[config.mk]
export PLATFORM = sky130hd
export DESIGN_NAME = load_store_unit
export DESIGN_NICKNAME = d
export VERILOG_FILES = /design/src/rtl/lsu_pkg.sv /design/src/rtl/lsu_lane_align.sv /design/src/rtl/load_store_unit.sv
export SDC_FILE = /design/constraint.sdc
export NUM_CORES = 1
export LEC_CHECK = 0
export CORE_MARGIN = 5
export CORE_UTILIZATION = 43
export CTS_CLUSTER_DIAMETER = 200
export DETAILED_ROUTE_END_ITERATION = 8
export PLACE_DENSITY = 0.78
export SKIP_LAST_GASP = 1
export SLEW_MARGIN = 20
export SYNTH_ARGS = -nofsm -noshare
export SYNTH_HDL_FRONTEND = slang
export SYNTH_SLANG_ARGS = --single-unit
[constraint.sdc]
create_clock -name clk -period 1.9 [get_ports clk]
set_input_delay 0.38 -clock clk [delete_from_list [all_inputs] [get_ports clk]]
set_output_delay 0.38 -clock clk [all_outputs]
set_load 0.01 [all_outputs]
[src/rtl/lsu_pkg.sv]
// rtl/lsu_pkg.sv - shared types, funct3 constants and decode helpers for the load/store unit
// Purpose: FSM state and access-size types, RV32I load/store funct3 encodings,
//          funct3 legality and size decode used by load_store_unit.
// Ports:   none (package).
package lsu_pkg;

  typedef enum logic [1:0] {
    IDLE = 2'd0,
    ACC1 = 2'd1,
    ACC2 = 2'd2,
    RESP = 2'd3
  } lsu_state_e;

  typedef enum logic [1:0] {
    SZ_B = 2'd0,
    SZ_H = 2'd1,
    SZ_W = 2'd2
  } lsu_size_e;

  localparam logic [2:0] F3_LB  = 3'b000;
  localparam logic [2:0] F3_LH  = 3'b001;
  localparam logic [2:0] F3_LW  = 3'b010;
  localparam logic [2:0] F3_LBU = 3'b100;
  localparam logic [2:0] F3_LHU = 3'b101;
  localparam logic [2:0] F3_SB  = 3'b000;
  localparam logic [2:0] F3_SH  = 3'b001;
  localparam logic [2:0] F3_SW  = 3'b010;

  // x11 has no size encoding; 11x would be an unsigned word, which RV32I lacks.
  function automatic logic f3_illegal(input logic [2:0] f3);
    return (f3[1:0] == 2'b11) || (f3[2:1] == 2'b11);
  endfunction

  function automatic lsu_size_e f3_size(input logic [2:0] f3);
    lsu_size_e sz;
    case (f3[1:0])
      2'b00:   sz = SZ_B;
      2'b01:   sz = SZ_H;
      default: sz = SZ_W;
    endcase
    return sz;
  endfunction

endpackage

[src/rtl/lsu_lane_align.sv]
// rtl/lsu_lane_align.sv - byte-lane mask, write shift and load extract/extend (combinational)
// Purpose: maps a byte offset and access size onto an 8-lane (two-word) window.
// Ports:   i_off      byte offset within word0
//          i_size     access size (lsu_size_e encoding)
//          i_unsigned zero-extend loads when 1
//          i_wdata    LSB-aligned store data
//          i_hi/i_lo  word1 / word0 read data (i_hi = 0 for unsplit loads)
//          o_mask8    byte enables, [3:0] word0, [7:4] word1
//          o_wide     shifted store data, [31:0] word0, [63:32] word1
//          o_split    access crosses into word1
//          o_rdata    extracted, extended load result
module lsu_lane_align
  import lsu_pkg::*;
(
  input  logic [1:0]  i_off,
  input  logic [1:0]  i_size,
  input  logic        i_unsigned,
  input  logic [31:0] i_wdata,
  input  logic [31:0] i_hi,
  input  logic [31:0] i_lo,
  output logic [7:0]  o_mask8,
  output logic [63:0] o_wide,
  output logic        o_split,
  output logic [31:0] o_rdata
);

  logic [7:0]  w_base;
  logic [5:0]  w_shift;
  logic [31:0] w_rd;

  always_comb begin
    case (lsu_size_e'(i_size))
      SZ_B:    w_base = 8'h01;
      SZ_H:    w_base = 8'h03;
      default: w_base = 8'h0F;
    endcase
  end

  assign w_shift = {i_off, 3'b000};
  assign o_mask8 = w_base << i_off;
  assign o_wide  = {32'h0, i_wdata} << w_shift;
  // Any enabled lane in the upper word means a second RAM cycle is needed.
  assign o_split = |o_mask8[7:4];

  assign w_rd = 32'({i_hi, i_lo} >> w_shift);

  always_comb begin
    case (lsu_size_e'(i_size))
      SZ_B:    o_rdata = {{24{~i_unsigned & w_rd[7]}}, w_rd[7:0]};
      SZ_H:    o_rdata = {{16{~i_unsigned & w_rd[15]}}, w_rd[15:0]};
      default: o_rdata = w_rd;
    endcase
  end

endmodule

[src/rtl/load_store_unit.sv]
// rtl/load_store_unit.sv - RV32I memory-access stage with misaligned split into two word cycles
// Purpose: accepts one load/store from execute, drives the byte-lane data RAM for one
//          or two cycles, returns extended load data with a one-cycle resp_valid pulse.
// Ports:   clk, rst_n                    clock, synchronous active-low reset
//          req_valid/req_ready           request handshake (ready only in IDLE)
//          req_we/req_funct3/req_addr/req_wdata  request fields
//          resp_valid/resp_err/resp_rdata       completion pulse, illegal flag, load data
//          mem_en/mem_we/mem_be/mem_addr/mem_wdata  RAM command
//          mem_rdata                     RAM read data, one cycle after a read
module load_store_unit
  import lsu_pkg::*;
#(
  parameter int ADDR_WIDTH = 17,
  parameter int DATA_WIDTH = 32
) (
  input  logic                    clk,
  input  logic                    rst_n,
  input  logic                    req_valid,
  output logic                    req_ready,
  input  logic                    req_we,
  input  logic [2:0]              req_funct3,
  input  logic [31:0]             req_addr,
  input  logic [DATA_WIDTH-1:0]   req_wdata,
  output logic                    resp_valid,
  output logic                    resp_err,
  output logic [DATA_WIDTH-1:0]   resp_rdata,
  output logic                    mem_en,
  output logic                    mem_we,
  output logic [DATA_WIDTH/8-1:0] mem_be,
  output logic [ADDR_WIDTH-3:0]   mem_addr,
  output logic [DATA_WIDTH-1:0]   mem_wdata,
  input  logic [DATA_WIDTH-1:0]   mem_rdata
);

  lsu_state_e            r_state;
  lsu_state_e            w_state_nxt;
  logic                  r_we;
  logic [2:0]            r_f3;
  logic [ADDR_WIDTH-1:0] r_addr;
  logic [31:0]           r_wdata;
  logic [31:0]           r_hold;
  logic                  r_resp_valid;
  logic                  r_resp_err;

  logic                  w_accept;
  logic                  w_illegal;
  logic [7:0]            w_mask8;
  logic [63:0]           w_wide;
  logic                  w_split;
  logic [31:0]           w_hi;
  logic [31:0]           w_lo;
  logic [31:0]           w_rdata;
  logic [ADDR_WIDTH-3:0] w_word0;
  logic [ADDR_WIDTH-3:0] w_word1;
  logic                  w_acc1;
  logic                  w_acc2;
  logic                  w_unused;

  assign w_unused  = ^req_addr[31:ADDR_WIDTH];

  assign req_ready = (r_state == IDLE);
  assign w_accept  = req_ready && req_valid;
  assign w_illegal = f3_illegal(req_funct3);

  always_comb begin
    w_state_nxt = r_state;
    case (r_state)
      IDLE:    if (req_valid) w_state_nxt = w_illegal ? RESP : ACC1;
      ACC1:    w_state_nxt = w_split ? ACC2 : RESP;
      ACC2:    w_state_nxt = RESP;
      default: w_state_nxt = IDLE;
    endcase
  end

  always_ff @(posedge clk) begin
    if (!rst_n) begin
      r_state      <= IDLE;
      r_we         <= 1'b0;
      r_f3         <= 3'b000;
      r_addr       <= '0;
      r_wdata      <= 32'h0;
      r_hold       <= 32'h0;
      r_resp_valid <= 1'b0;
      r_resp_err   <= 1'b0;
    end else begin
      r_state      <= w_state_nxt;
      r_resp_valid <= (w_state_nxt == RESP);
      r_resp_err   <= w_accept && w_illegal;
      if (w_accept) begin
        r_we    <= req_we;
        r_f3    <= req_funct3;
        r_addr  <= req_addr[ADDR_WIDTH-1:0];
        r_wdata <= req_wdata;
      end
      // In ACC2 the RAM is presenting word0, read during ACC1.
      if (r_state == ACC2) r_hold <= mem_rdata;
    end
  end

  lsu_lane_align u_align (
    .i_off      (r_addr[1:0]),
    .i_size     (f3_size(r_f3)),
    .i_unsigned (r_f3[2]),
    .i_wdata    (r_wdata),
    .i_hi       (w_hi),
    .i_lo       (w_lo),
    .o_mask8    (w_mask8),
    .o_wide     (w_wide),
    .o_split    (w_split),
    .o_rdata    (w_rdata)
  );

  // In RESP the RAM presents the last word read: word1 when split, word0 otherwise.
  assign w_hi = w_split ? mem_rdata : 32'h0;
  assign w_lo = w_split ? r_hold : mem_rdata;

  assign w_word0 = r_addr[ADDR_WIDTH-1:2];
  assign w_word1 = w_word0 + {{(ADDR_WIDTH-3){1'b0}}, 1'b1};

  // Gating with rst_n keeps a reset asserted mid-access from issuing that cycle's write.
  assign w_acc1 = rst_n && (r_state == ACC1);
  assign w_acc2 = rst_n && (r_state == ACC2);

  assign mem_en    = w_acc1 || w_acc2;
  assign mem_we    = mem_en && r_we;
  assign mem_be    = w_acc1 ? w_mask8[3:0]  : (w_acc2 ? w_mask8[7:4]   : 4'h0);
  assign mem_addr  = w_acc1 ? w_word0       : (w_acc2 ? w_word1        : '0);
  assign mem_wdata = w_acc1 ? w_wide[31:0]  : (w_acc2 ? w_wide[63:32]  : 32'h0);

  assign resp_valid = r_resp_valid;
  assign resp_err   = r_resp_err;
  assign resp_rdata = (r_resp_valid && !r_resp_err && !r_we) ? w_rdata : 32'h0;

endmodule

# After elaboration in Yosys (flattened, before gate mapping)
# Index checks and enable logic that the tools add are counted.
# word_totals
regBits	89
wordCells	53
# classes
add_sub_neg	1
n_eq_ne	7
shifts	3
muxes	16
bitwise_logic	3
reduce_logical	15
# op_table
operator	n
32-bit two-way mux	5
32-bit case mux with 2 select lines	1
32-bit by 5-bit left shift with 64-bit output	1
64-bit by 5-bit >> shifter with 32-bit output	1
15-bit two-way mux	2
15-bit by 1-bit adder with 15-bit output (second input constant)	1
2-bit equality test (second input constant)	4
4-bit two-way mux	2
4-bit case mux with 2 select lines	1
4-bit by 2-bit left shift with 8-bit output	1
1-bit logical AND	7
2-bit by 1-bit equality test with 1-bit output (second input constant)	3
2-bit zero test	3
2-bit case mux with 3 select lines	1
2-bit two-way mux	2
2-bit case mux with 2 select lines	1
4-bit OR reduction	1
1-bit bitwise AND	2
1-bit zero test	2
1-bit logical OR	2
1-bit two-way mux	1
1-bit inverter	1

# Depth between registers and ports, before layout
# depth
word_depth	11
ltp_mapped	8
ltp_nobuf	7

# Modules after synthesis
# Synthesis repeated with hierarchy kept, for this count alone.
# hier_totals
cells_unflattened	833
hier_area_um2	6861.6
# modules_own_cells
mod	n_inst	cells_per_inst	area_each_um2	seq_area_each_um2
load_store_unit	1	577	4978.5	1781.7
lsu_lane_align	1	256	1883.1	0.0

# Worst setup path before layout
# No wires, ideal clock.
# synth_timing
path_type	flip-flop to output port
startpoint	register r_state[1]
endpoint	output mem_addr[14]
arrival_ps	1769
t_required_ps	1520
path_slack_ps	-249
path_stages_with_launch	8
n_path_buf	1
cell_sequence	dfxtp_1 -> inv_1 -> ha_1 -> clkbuf_1 -> a21bo_2 -> nor4_1 -> nand3_1 -> mux2i_1
# synth_between
elab_chain_len	4
word_cells_on_any_way	6
# synth_rtl
item	line	rtl
from (decl)	load_store_unit.sv:35	lsu_state_e r_state;
from (signal assigned)	load_store_unit.sv:86	r_state <= w_state_nxt;
2-bit equality test	load_store_unit.sv:122	assign w_acc2 = rst_n && (r_state == ACC2);
1-bit logical AND	load_store_unit.sv:122	
15-bit two-way mux	load_store_unit.sv:127	assign mem_addr = w_acc1 ? w_word0 : (w_acc2 ? w_word1 : '0);
15-bit two-way mux *	load_store_unit.sv:127	
to (decl)	load_store_unit.sv:30	output logic [ADDR_WIDTH-3:0] mem_addr,
# Every way passes the cells marked *; elsewhere a longest branch is shown, timed or not.

# Worst setup path in the final report
# layout_timing
startpoint	register r_state[1]
endpoint	output mem_wdata[17]
# layout_between
elab_chain_len	4
word_cells_on_any_way	6
# layout_rtl
item	line	rtl
2-bit equality test	load_store_unit.sv:122	
1-bit logical AND	load_store_unit.sv:122	
32-bit two-way mux	load_store_unit.sv:128	assign mem_wdata = w_acc1 ? w_wide[31:0] : (w_acc2 ? w_wide[63:32] : 32'h0);
32-bit two-way mux *	load_store_unit.sv:128	
to (decl)	load_store_unit.sv:31	output logic [DATA_WIDTH-1:0] mem_wdata,
# Marked as above.

==> results.cfg <==
[routing]
vias = 8248
drt_iter0_drc = 747
wirelength_mm = 30.8
ant_nets = 0
wire_per_inst_um = 23.1
route.detailed.drc = 0
viasPerCell = 6.19
first_pass_iters = 6

[critical_path]
crit_family = buffers and inverters
worstSetupPathType = reg -> out
setup.worst_path.start_class = flop
cp.buffers_inverters = 6
max_stage_delay_ns = 0.34
cp.required_ns = 1.52
worstSetupEndpointType = output port
slowest_stage = dfxtp_2
arrival_ns = 2.29
path_max_fanout = 4
worstPathCellList = inv_2 -> ha_4 -> buf_4 -> buf_6 -> nand3b_1 -> nor3_2 -> buf_4 -> buf_6 -> nand2_1 -> o21ai_1 -> buf_2

[yosys]
yosysWarnings = 0
synth.top_cell.area_share = 0.264
synthMuxAreaShare = 0.184
ys_async_sr_fraction = 0
yosysTopAreaCell = dfxtp_1
yosysMostFrequentCell = nand2_1
syn_area_um2 = 6150
ys_top_cells_by_count = nand2_1, dfxtp_1, mux2i_1
synth_top_flop_cell = dfxtp_1
synth_xor_area_frac = 0.0114
ys_seq_area_frac = 0.264
synthAdderAreaFrac = 0.0102
syn_avg_cell_area_um2 = 7.96
ys_ff_latch = 81
synth_nets = 881
yosys.area_share.simple = 0.197
synth_compound_area_frac = 0.274
synth_area_leaders = dfxtp_1, mux2i_1, nand2_1
synth_top_family_by_area = compound AO/OA/AOI/OAI gates
synth_cell_types = 55
syn-instance-count = 773
synth-edff-count = 0

[power_and_ir_drop]
report.power.total_mw = 10.8
p_sw_frac = 0.424
power_switching_mw = 4.58
p_int_mw = 6.23
power_frac_clock = 0.154
vdd_ir_drop_max_mv = 0.651
pwr-share-seq = 0.226
p_leak_nw = 4.45
pwr-share-comb = 0.619
pwr_density_cell_nw_per_um2 = 967

[clocking]
htree_levels = 3
clockBufferDepth = 2
cts_hold_buffers = 0
clock_latency_ns = 0.36
cts.sink_count = 81
cts_tree = done
clkSlewWorstSetupHoldPaths_ns = 0.07
cts_buffers = 9
clock-root-buffer = clkbuf_16

[die]
core_area_um2 = 13900
die_y_um = 130
dieArea_um2 = 16800
fp-row-count = 43
io_pins = 191
die_w_um = 130
start_util = 0.442

[sta]
min_period_over_period = 1.41
slew_violations = 0
clock.fmax_mhz = 374
timing.setup.tns_ns = -47.33
setup_viol = 86
worstMarginPinSlew_ns = 0.576
skew_ns = 0.0101
final-hold-violation-count = 0
rsz0062_at_grt = true
min_period_ns = 2.67
max_slew_margin = 0.605
finalWorstSetupSlack_ns = -0.772

[grt]
gr-max-usage-layer = met2
grt_max_degree = 48
met2_usage = 0.544
grtUsageMet1 = 0.358
grt_pass1_wl_mm = 41.1
grt-ovfl-total = 0
grt_pass1_vias = 7872
use_met3 = 0.0561
antenna_found_initial = 0
grt_usage = 0.309

[hold_path]
min_path_type = reg -> reg

[cells_and_area]
final_area_um2 = 11200
fin_nets = 1255
stdcell_count = 1332
diodes = 0
syn2layout_area_growth_pct = 81.7
drive_above_1_share = 0.503

[place]
place_area_um2 = 9180
finalWeightedCongestion = 0.909
place_worst_setup_slack_ns = -1.21
hpwl_mm = 16.5
io_buffers = 175
dp_cells = 1221

[outcome]
status = finished, violations left
violations = negative setup slack

[run]
maxCapViolCount = 0
[placed cells by master, fill, tap and decap left out, types with 12 or more instances in the layout]
master           count
a211oi_2            17
a21boi_0            54
a21oi_1             22
a21oi_2             20
buf_12              12
buf_2               70
buf_4              182
buf_6               65
clkdlybuf4s50_1     85
dfxtp_1             75
mux2i_1             54
mux4_2              15
nand2_1            121
nand2_2             15
nor2_1              28
nor2b_1             26
o21ai_0             27
o21ai_1             14
o21ai_2             13
[state kept, by name, indices dropped and copies added, names as in the netlist]
| signal | count |
|---|---|
| r_we | 1 |
| r_addr | 17 |
| r_wdata | 32 |
| resp_err | 1 |
| r_hold | 24 |
| resp_valid | 1 |
| r_f3 | 3 |
| r_state | 2 |
[stage by stage]
step | utilization | hold WS, ns
3_5_place_dp | 0.659 | 0.492
2_1_floorplan | - | 0.452
4_1_cts | 0.745 | 0.500
3_3_place_gp | 0.659 | 0.483
5_1_grt | 0.802 | 0.529
6_report | 0.802 | 0.500
[kinds of logic (layout without fill, tap and decap cells)]
| kind of cell | after synthesis | after routing |
|---|---|---|
| AO/OA/AOI/OAI | 243 | 244 |
| buffers and inverters | 82 | 460 |
| flip-flops | 81 | 81 |
| AND/OR/NAND/NOR | 261 | 261 |
| XOR/XNOR | 8 | 8 |
| adder cells (fa/ha/maj) | 5 | 5 |
| multiplexers | 93 | 93 |
[power by group through the flow]
stage	Clock [mW]	Combinational [mW]	Sequential, mW
floorplan	0	2.52	2.29
global placement	0	4.75	2.34
detailed placement	0	4.83	2.35
CTS	1.64	5.56	2.35
global route	1.72	7.01	2.46
finish	1.67	6.69	2.45
[worst reg2reg max path, delay by kind of cell (launching register included)]
family,cells,cell delay (ns)
and+or+nand+nor,2,0.36
AOI/OAI and AO/OA,1,0.23
buffers and inverters,5,0.67
DFF,1,0.34
adders and majority gates,1,0.21
[cell type report]
type | count | area, µm²
Clock buffer | 9 | 225
Fill cell | 781 | 2750
Multi-Input combinational cell | 611 | 5180
Sequential cell | 81 | 1640
Timing Repair Buffer | 432 | 3820
Inverter | 12 | 52.6
Tap cell | 180 | 225
Clock inverter | 7 | 46.3
[worst paths after layout]
kind / cells past startpoint / slack (ns) / endpoint / start
setup / recovery: 11 / -0.77 / mem_wdata[17] / r_state[1]$_SDFF_PN0_
hold / removal: 2 / 0.50 / r_wdata[11]$_SDFFE_PN0P_ / r_wdata[11]$_SDFFE_PN0P_
setup reg to reg: 9 / -0.01 / r_addr[2]$_SDFFE_PN0P_ / r_state[1]$_SDFF_PN0_
hold reg to reg: 2 / 0.50 / r_wdata[11]$_SDFFE_PN0P_ / r_wdata[11]$_SDFFE_PN0P_
[metal layers]
layer  routed length, µm  part of all wire
met2               15200              0.49
met3                2890             0.094
met1               10700              0.35
met4                2040             0.066
met5                   0                 0
[what timing repair did]
| action | CTS | global route |
|---|---|---|
| gates resized for setup | 484 | 172 |
| pin swaps | 57 | 34 |
| setup endpoints to repair | 88 | 87 |
| gates cloned | 4 | 3 |
| buffers inserted | 55 | 43 |
| hold endpoints to repair | 0 | 0 |
(Power assumes the default switching activity.)
